`src/rtl/audio_sdm_pkg.sv`:
```
// Shared types and helpers for the multi-channel sigma-delta audio DAC.
package audio_sdm_pkg;

    localparam int unsigned MAX_WIDTH = 24;
    localparam int unsigned INT_MAX_W = MAX_WIDTH + 3;

    // Unity gain code for a given gain resolution.
    function automatic int unsigned unity(input int unsigned gain_bits);
        return 32'd1 << gain_bits;
    endfunction

    // Offset-binary samples become two's complement by flipping the sample MSB.
    function automatic logic [MAX_WIDTH-1:0] to_signed(input logic [MAX_WIDTH-1:0] sample,
                                                       input int unsigned width,
                                                       input bit signed_in);
        logic [MAX_WIDTH-1:0] r;
        r = sample;
        if (!signed_in) begin
            r[width-1] = ~r[width-1];
        end
        return r;
    endfunction

    typedef struct packed {
        logic signed [INT_MAX_W-1:0] i1;
        logic signed [INT_MAX_W-1:0] i2;
    } sdm_state_t;

endpackage

```
`src/rtl/sdm_channel.sv`:
```
// One DAC channel: registered gain scaling followed by the PDM modulator.
// SDM_DAC_SECOND_ORDER_EN selects a saturating second-order loop instead of first order.
module sdm_channel
    import audio_sdm_pkg::*;
#(
    parameter int unsigned WIDTH     = 16,
    parameter int unsigned GAIN_BITS = 6
) (
    input  logic                 clk_sys,
    input  logic                 reset_n,
    input  logic [WIDTH-1:0]     sample,
    input  logic [GAIN_BITS:0]   gain,
    output logic                 dac_out
);

    localparam int unsigned PW = WIDTH + GAIN_BITS + 2;

    logic signed [PW-1:0]    product;
    logic signed [WIDTH-1:0] scaled_q;
    logic                    unused_product;

    assign product        = PW'($signed(sample)) * $signed(PW'(gain));
    assign unused_product = ^product;

    // Slicing above GAIN_BITS is an arithmetic shift; the result always fits WIDTH.
    always_ff @(posedge clk_sys or negedge reset_n) begin
        if (!reset_n) begin
            scaled_q <= '0;
        end else begin
            scaled_q <= product[GAIN_BITS +: WIDTH];
        end
    end

`ifdef SDM_DAC_SECOND_ORDER_EN
    localparam int unsigned IW = WIDTH + 3;
    localparam int unsigned SW = WIDTH + 5;
    localparam logic signed [SW-1:0] FB_POS = SW'(2 ** (WIDTH - 1));
    localparam logic signed [SW-1:0] FB_NEG = -FB_POS;
    localparam logic signed [SW-1:0] SAT_HI = SW'(2 ** (WIDTH + 2) - 1);
    localparam logic signed [SW-1:0] SAT_LO = -SAT_HI;

    sdm_state_t           state_q;
    logic signed [IW-1:0] i1, i2, i1_d, i2_d;
    logic signed [SW-1:0] fb, i1_sum, i2_sum;
    logic                 unused_state;

    function automatic logic signed [IW-1:0] sat(input logic signed [SW-1:0] v);
        if (v > SAT_HI) return SAT_HI[IW-1:0];
        if (v < SAT_LO) return SAT_LO[IW-1:0];
        return v[IW-1:0];
    endfunction

    assign i1           = state_q.i1[IW-1:0];
    assign i2           = state_q.i2[IW-1:0];
    assign unused_state = ^state_q;

    always_comb begin
        fb     = dac_out ? FB_POS : FB_NEG;
        i1_sum = SW'(i1) + SW'(scaled_q) - fb;
        i2_sum = SW'(i2) + SW'(i1) - fb;
        i1_d   = sat(i1_sum);
        i2_d   = sat(i2_sum);
    end

    // Deciding on the next i2 keeps the input-to-output latency equal to first order.
    always_ff @(posedge clk_sys or negedge reset_n) begin
        if (!reset_n) begin
            state_q <= '0;
            dac_out <= 1'b0;
        end else begin
            state_q.i1 <= INT_MAX_W'(i1_d);
            state_q.i2 <= INT_MAX_W'(i2_d);
            dac_out    <= ~i2_d[IW-1];
        end
    end
`else
    localparam logic [WIDTH-1:0] MSB_MASK = {1'b1, {(WIDTH - 1){1'b0}}};

    logic [WIDTH:0] acc_q;

    // The carry out of the offset-binary accumulator is the PDM bit.
    always_ff @(posedge clk_sys or negedge reset_n) begin
        if (!reset_n) begin
            acc_q   <= '0;
            dac_out <= 1'b0;
        end else begin
            acc_q   <= {1'b0, acc_q[WIDTH-1:0]} + {1'b0, scaled_q ^ MSB_MASK};
            dac_out <= acc_q[WIDTH];
        end
    end
`endif

endmodule

```
`src/rtl/audio_sdm_dac.sv`:
```
// Multi-channel sigma-delta audio DAC: input latch, soft-mute gain ramp, per-channel modulators.
// Define SDM_DAC_SECOND_ORDER_EN to build second-order modulators.
module audio_sdm_dac
    import audio_sdm_pkg::*;
#(
    parameter int unsigned WIDTH     = 16,
    parameter int unsigned CHANNELS  = 2,
    parameter int unsigned SIGNED_IN = 1,
    parameter int unsigned GAIN_BITS = 6,
    parameter int unsigned RAMP_DIV  = 256
) (
    input  logic                      clk_sys,
    input  logic                      reset_n,
    input  logic                      in_valid,
    input  logic [CHANNELS*WIDTH-1:0] in_data,
    input  logic                      mute,
    output logic [CHANNELS-1:0]       dac_out,
    output logic                      muted
);

    localparam int unsigned UNITY = unity(GAIN_BITS);
    localparam int unsigned DIV_W = (RAMP_DIV > 1) ? $clog2(RAMP_DIV) : 1;
    localparam logic [DIV_W-1:0]   DIV_LAST = DIV_W'(RAMP_DIV - 1);
    localparam logic [GAIN_BITS:0] GAIN_MAX = (GAIN_BITS + 1)'(UNITY);

    logic [CHANNELS*WIDTH-1:0] sample_d, sample_q;
    logic [DIV_W-1:0]          div_q;
    logic [GAIN_BITS:0]        gain_q;

    for (genvar c = 0; c < CHANNELS; c++) begin : g_conv
        logic [MAX_WIDTH-1:0] conv;
        logic                 unused_conv;
        assign conv = to_signed(MAX_WIDTH'(in_data[c*WIDTH +: WIDTH]), WIDTH, SIGNED_IN != 0);
        assign sample_d[c*WIDTH +: WIDTH] = conv[WIDTH-1:0];
        assign unused_conv = ^conv;
    end

    // Zero-order hold: samples only change on in_valid.
    always_ff @(posedge clk_sys or negedge reset_n) begin
        if (!reset_n) begin
            sample_q <= '0;
        end else if (in_valid) begin
            sample_q <= sample_d;
        end
    end

    // Gain steps once per divider wrap; reversing mute just changes the step direction.
    always_ff @(posedge clk_sys or negedge reset_n) begin
        if (!reset_n) begin
            div_q  <= '0;
            gain_q <= '0;
            muted  <= 1'b0;
        end else begin
            muted <= mute && (gain_q == '0);
            if (div_q == DIV_LAST) begin
                div_q <= '0;
                if (mute) begin
                    if (gain_q != '0) gain_q <= gain_q - 1'b1;
                end else if (gain_q != GAIN_MAX) begin
                    gain_q <= gain_q + 1'b1;
                end
            end else begin
                div_q <= div_q + 1'b1;
            end
        end
    end

    for (genvar c = 0; c < CHANNELS; c++) begin : g_ch
        sdm_channel #(
            .WIDTH    (WIDTH),
            .GAIN_BITS(GAIN_BITS)
        ) u_ch (
            .clk_sys(clk_sys),
            .reset_n(reset_n),
            .sample (sample_q[c*WIDTH +: WIDTH]),
            .gain   (gain_q),
            .dac_out(dac_out[c])
        );
    end

endmodule

```
`config.mk`:
```
export PLATFORM = sky130hd
export DESIGN_NAME = audio_sdm_dac
export DESIGN_NICKNAME = d
export VERILOG_FILES = /design/src/rtl/audio_sdm_pkg.sv /design/src/rtl/sdm_channel.sv /design/src/rtl/audio_sdm_dac.sv
export SDC_FILE = /design/constraint.sdc
export NUM_CORES = 1
export LEC_CHECK = 0
export ABC_AREA = 0
export CORE_MARGIN = 3
export CORE_UTILIZATION = 58
export DETAILED_ROUTE_END_ITERATION = 16
export GPL_TIMING_DRIVEN = 0
export PLACE_DENSITY_LB_ADDON = 0.15
export SLEW_MARGIN = 10
export SYNTH_ARGS = -nofsm -noshare
export SYNTH_HDL_FRONTEND = slang
export SYNTH_SLANG_ARGS = --single-unit
export TNS_END_PERCENT = 10
```
`constraint.sdc`:
```
create_clock -name clk_sys -period 4.8 [get_ports clk_sys]
set_input_delay 0.72 -clock clk_sys [delete_from_list [all_inputs] [get_ports clk_sys]]
set_output_delay 0.72 -clock clk_sys [all_outputs]
set_load 0.05 [all_outputs]
```
## After elaboration in Yosys (flattened, before gate mapping)

Index checks and enable logic that the tools add are counted.
W data, S select, Z words.

| word-level totals | value |
|---|---|
| register bits | 116 |
| input bits | 36 |
| logic and storage cells | 31 |

| cells by class | value |
|---|---|
| $add $sub $neg | 5 |
| multipliers | 2 |
| equality and inequality tests | 3 |
| mux-type cells | 4 |
| bitwise gates (word level) | 2 |
| reduce and logical (&&, ||, !) cells | 5 |

Operator list:

| kind | count |
|---|---|
| $mul A16 B8 Y22 | 2 |
| $add A16 B16 Y17 | 2 |
| $mux W7 | 3 |
| $add A8 B1 Y8 const B | 1 |
| $eq A8 B8 Y1 const B | 1 |
| $mux W8 | 1 |
| $add A7 B1 Y7 const B | 1 |
| $logic_not A7 Y1 | 1 |
| $ne A7 B7 Y1 const B | 1 |
| $reduce_bool A7 Y1 | 1 |
| $sub A7 B1 Y7 const B | 1 |
| $reduce_and A3 Y1 | 1 |
| $ne A2 B1 Y1 const B | 1 |
| $not A1 Y1 | 2 |
| $reduce_bool A2 Y1 | 1 |
| $logic_and A1 B1 Y1 | 1 |

## Depth between registers and ports, before layout

| logic depth | value |
|---|---|
| depth after elaboration | 3 |
| mapped depth | 19 |
| gate-level depth less buffers | 17 |

## Modules after synthesis

Synthesis repeated with hierarchy kept, for this count alone.

| second synthesis, totals | value |
|---|---|
| cells, all modules | 1276 |
| area, all modules | 12690.9 um2 |

By module, submodules not included:

| module | times used | cells an instance | area an instance (um2) | sequential area each (um2) |
|---|---|---|---|---|
| sdm_channel at g_ch[1].u_ch | 1 | 559 | 5315.1 | 850.8 |
| sdm_channel at g_ch[0].u_ch | 1 | 563 | 5311.3 | 850.8 |
| audio_sdm_dac | 1 | 154 | 2064.5 | 1201.2 |

## Least setup slack after synthesis

OpenSTA, ideal clock, no wires.

| timing path | value |
|---|---|
| path kind | register to register |
| start | register gain_q[2] |
| end | register g_ch[1].u_ch.scaled_q[9] |
| data arrival time | 4.530 ns |
| data required time | 4.720 ns |
| setup slack | 0.190 ns |
| stages on the path, launching flop included | 17 |
| buffers on the path | 1 |
| period minus slack after synthesis | 4.610 ns |
| path through | dfrtp_1 clkbuf_1 nand2_1 fa_1 inv_1 fa_1 fa_1 inv_1 fa_1 inv_1 ha_1 and4_1 a221oi_2 a21boi_1 a311o_1 a21oi_1 xnor2_1 |

| between the ends | value |
|---|---|
| word-level cells in the longest chain between the ends | 1 |

RTL lines:

| what | line | text |
|---|---|---|
| from (decl) | audio_sdm_dac.sv:28 | `logic [GAIN_BITS:0] gain_q;` |
| from (signal assigned) | audio_sdm_dac.sv:58 | `if (gain_q != '0) gain_q <= gain_q - 1'b1;` |
| from (signal assigned) | audio_sdm_dac.sv:60 | `gain_q <= gain_q + 1'b1;` |
| $mul A16 B8 Y22 | sdm_channel.sv:22 | `assign product = PW'($signed(sample)) * $signed(PW'(gain));` |
| via g_ch[1].u_ch.product[15] | sdm_channel.sv:18 | `logic signed [PW-1:0] product;` |
| to (signal assigned) | sdm_channel.sv:30 | `scaled_q <= product[GAIN_BITS +: WIDTH];` |
| to (decl) | sdm_channel.sv:19 | `logic signed [WIDTH-1:0] scaled_q;` |

The timed path passes the listed nets, and every way through them passes these cells.
A chain may end at the register's enable or synchronous reset.

## Final worst setup path

| timing path | value |
|---|---|
| start | register gain_q[2] |
| end | register g_ch[1].u_ch.scaled_q[12] |

Same word-level chain as after synthesis.

==> metrics.yaml <==
status: "complete, no violations"
synth.top_cell.area_share: 0.260
routed-via-count: 8812
cts_made_buffers: 17
synth_simple_gate_area_frac: 0.146
grt_max_degree: 67
drc: 0
cts.sinks: 116
synth_common_cells: "inv_1 (243), fa_1 (163), and2_1 (162)"
p_sw_frac: 0.331
avgSynthCellArea_sq_um: 9.85
cts_hold_buf: 0
synth.distinct_cells: 52
dieHeight_um: 153
p_comb_frac: 0.357
critPathTopFamily: "adder cells"
arrival_ns: 5.01
period_share: 0.980
r2r_slack_ns: 0.1
ys_ff_latch: 116
clkLatencyLatePin_ns: 0.43
cp_data_required_time_ns: 5.11
drt-total-wl_um: 27200
syn_nets: 1591
power_density_nw_per_um2: 294
max-cap-violations: 0
pre_cts_slack_ns: -0.747
max_freq_ghz: 0.213
clk_path_buf_depth: 2
synth-xor-area-share: 0.0503
min_period_ns: 4.70
hold_slack_ns: 0.240
fin_worst_skew_ns: 0.0127
setup_viol: 0
p_seq_frac: 0.318
synth_edf_count: 0
p_switching_uw: 1390
vdd_drop_max_uv: 234
critical_path_buf_inv_count: 4
crit_chain: "buf_4 > and2_1 > fa_1 > fa_1 > fa_1 > inv_1 > fa_1 > inv_1 > ha_1 > and4_4 > nand3_1 > a21boi_4 > a211oi_2 > buf_4 > o21ba_1 > xnor2_1"
grt_pass1_wl_um: 45800
synth.most_common_cell: "inv_1"
dp_hpwl_um: 20500
path_clk_slew_ns: 0.06
slew_headroom: 0.466
yosysTopAreaCell: "fa_1"
synth_seq_area_share: 0.232
io_buffer_count: 37
cp_slowest_stage_delay_ns: 0.53
final_cell_count_no_fill: 1638
syn-instance-count: 1272
antenna_left: 0
layout.area.seq_sq_um: 2910
first_iter_violations: 455
synth_top_family_by_area: "adder cells"
synth_area_sq_um: 12500
die_w_um: 153
drive_gt1_frac: 0.104
detail_route.wl_per_cell_um: 16.6
cp-end-kind: "register"
core-area_sq_um: 21200
gp_congestion: 0.880
maxSlewViolCount: 0
crit_top_cell: "fa_1"
n_fill_cell: 1670
start_kind: "register"
path_class: "register to register"
synthMuxAreaShare: 0.0297
final_core_util: 0.677
async_flop_share: 1.00
layout.nets: 1669
synthToLayoutAreaGrowth_pct: 14.2
pwr-share-clk: 0.325
grt_remaining_overflow: 0
vias_per_cell: 5.38
antenna-diode-count: 0
start_util: 0.592
htreeDepth: 4
num_io_pins: 39
drt_first_pass_iters: 5
rows: 53
placed_cells: 1585
crit_fanout: 7
dieArea_sq_um: 23400
cts_tree: "yes"
hold_violations: 0
setup_ws_ns: 0.0952
p_int_uw: 2810
yosysWarnings: 0
synthAdderAreaFrac: 0.380
finalPower_uw: 4200
multi_input_area_sq_um: 8740
grt_antenna_before_repair: 0
synth_compound_area_frac: 0.0802
p_leak_uw: 0.00723
cts_root_buf: "clkbuf_16"
rsz0062_at_grt: "yes"
min_path_type: "primary input to async pin"
critPathSlowestCell: "fa_1"
synth.area.top_cells: "fa_1 (26%), dfrtp_1 (23%), ha_1 (12%)"
grtUsageTotal: 0.246
worst_pin_slew_ns: 0.800
grt_pass1_vias: 9314
synthFlopType: "dfrtp_1"
path summary, 6_finish.rpt:
path,endpoint,cells after the start,from
worst max-delay path,g_ch[1].u_ch.scaled_q[12],16,gain_q[2]
worst min-delay path,g_ch[0].u_ch.acc_q[0],1,reset_n
worst max register to register,g_ch[1].u_ch.scaled_q[12],16,gain_q[2]
worst min register to register,g_ch[1].u_ch.dac_out,0,g_ch[1].u_ch.acc_q[16]
max in group asynchronous,g_ch[1].u_ch.acc_q[9],2,reset_n
min in group clk_sys,g_ch[1].u_ch.dac_out,0,g_ch[1].u_ch.acc_q[16]
worst reg2reg max path, delay by kind of cell, from the launching register on:
| kind | cells | cell delay, ns |
|---|---|---|
| adders and majority gates | 5 | 2.37 |
| and+or+nand+nor | 3 | 0.62 |
| xor gates and xnor gates | 1 | 0.12 |
| AOI/OAI and AO/OA | 3 | 0.58 |
| buffers and inverters | 4 | 0.43 |
| DFF | 1 | 0.48 |
area by class of cell:
type                       instances  area share
multi-input combinational        885       0.611
sequential                       116       0.203
inverter                         243      0.0637
timing repair buffer              60      0.0397
clock buffer                      23      0.0327
tap                              275      0.0240
buffer                            27      0.0149
clock inverter                     9      0.0106
what timing repair did:
action | 4_1_cts | 5_1_grt
buffers inserted | 5 | 16
setup endpoints to repair | 20 | 11
pin swaps | 6 | 9
gates resized for setup | 43 | 40
gates cloned | 0 | 1
metrics by stage:
stage | TNS, ns | instance area [sq um]
floorplan | 0 | 12500
global placement | -193.92 | 13200
detailed placement | -7.83 | 13300
CTS | 0 | 14100
global route | -0.0895 | 14300
finish | 0 | 14300
routing by layer:
layer	vias up	global-route usage	share of wire
met5	-	0	0
met1	4437	0.316	0.43
li1	4150	-	-
met4	0	0.0802	0.025
met3	44	0.0377	0.037
met2	181	0.430	0.51
sequential cells by signal, summed over array words and instances, names as in the netlist:
name                count
gain_q                  7
div_q                   8
sample_q               32
muted                   1
g_ch.u_ch.scaled_q     32
g_ch.u_ch.acc_q        34
g_ch.u_ch.dac_out       2
kinds of logic after synthesis:
group,Yosys count
AO/OA/AOI/OAI,150
XOR/XNOR,72
adder cells (fa/ha/maj),283
buffers and inverters,271
flip-flops,116
multiplexers,33
AND/OR/NAND/NOR,347
cell usage in the layout, fill, tap and decap left out, drive strengths merged, types with 36 or more instances in the layout:
master,n
and2,162
nor2,45
buf,40
inv,243
o21ai,37
dfrtp,116
clkdlybuf4s50,36
fa,163
nand2,83
xnor2,51
a21oi,38
ha,120
power by group through the flow:
stage / clock network (uW) / logic [uW] / registers [uW]
6_report: 1360 / 1500 / 1340
4_1_cts: 1390 / 1510 / 1340
3_3_place_gp: 0 / 1440 / 1350
2_1_floorplan: 0 / 1210 / 1300
3_5_place_dp: 0 / 1500 / 1350
5_1_grt: 1440 / 1700 / 1360
(Power assumes the default switching activity.)
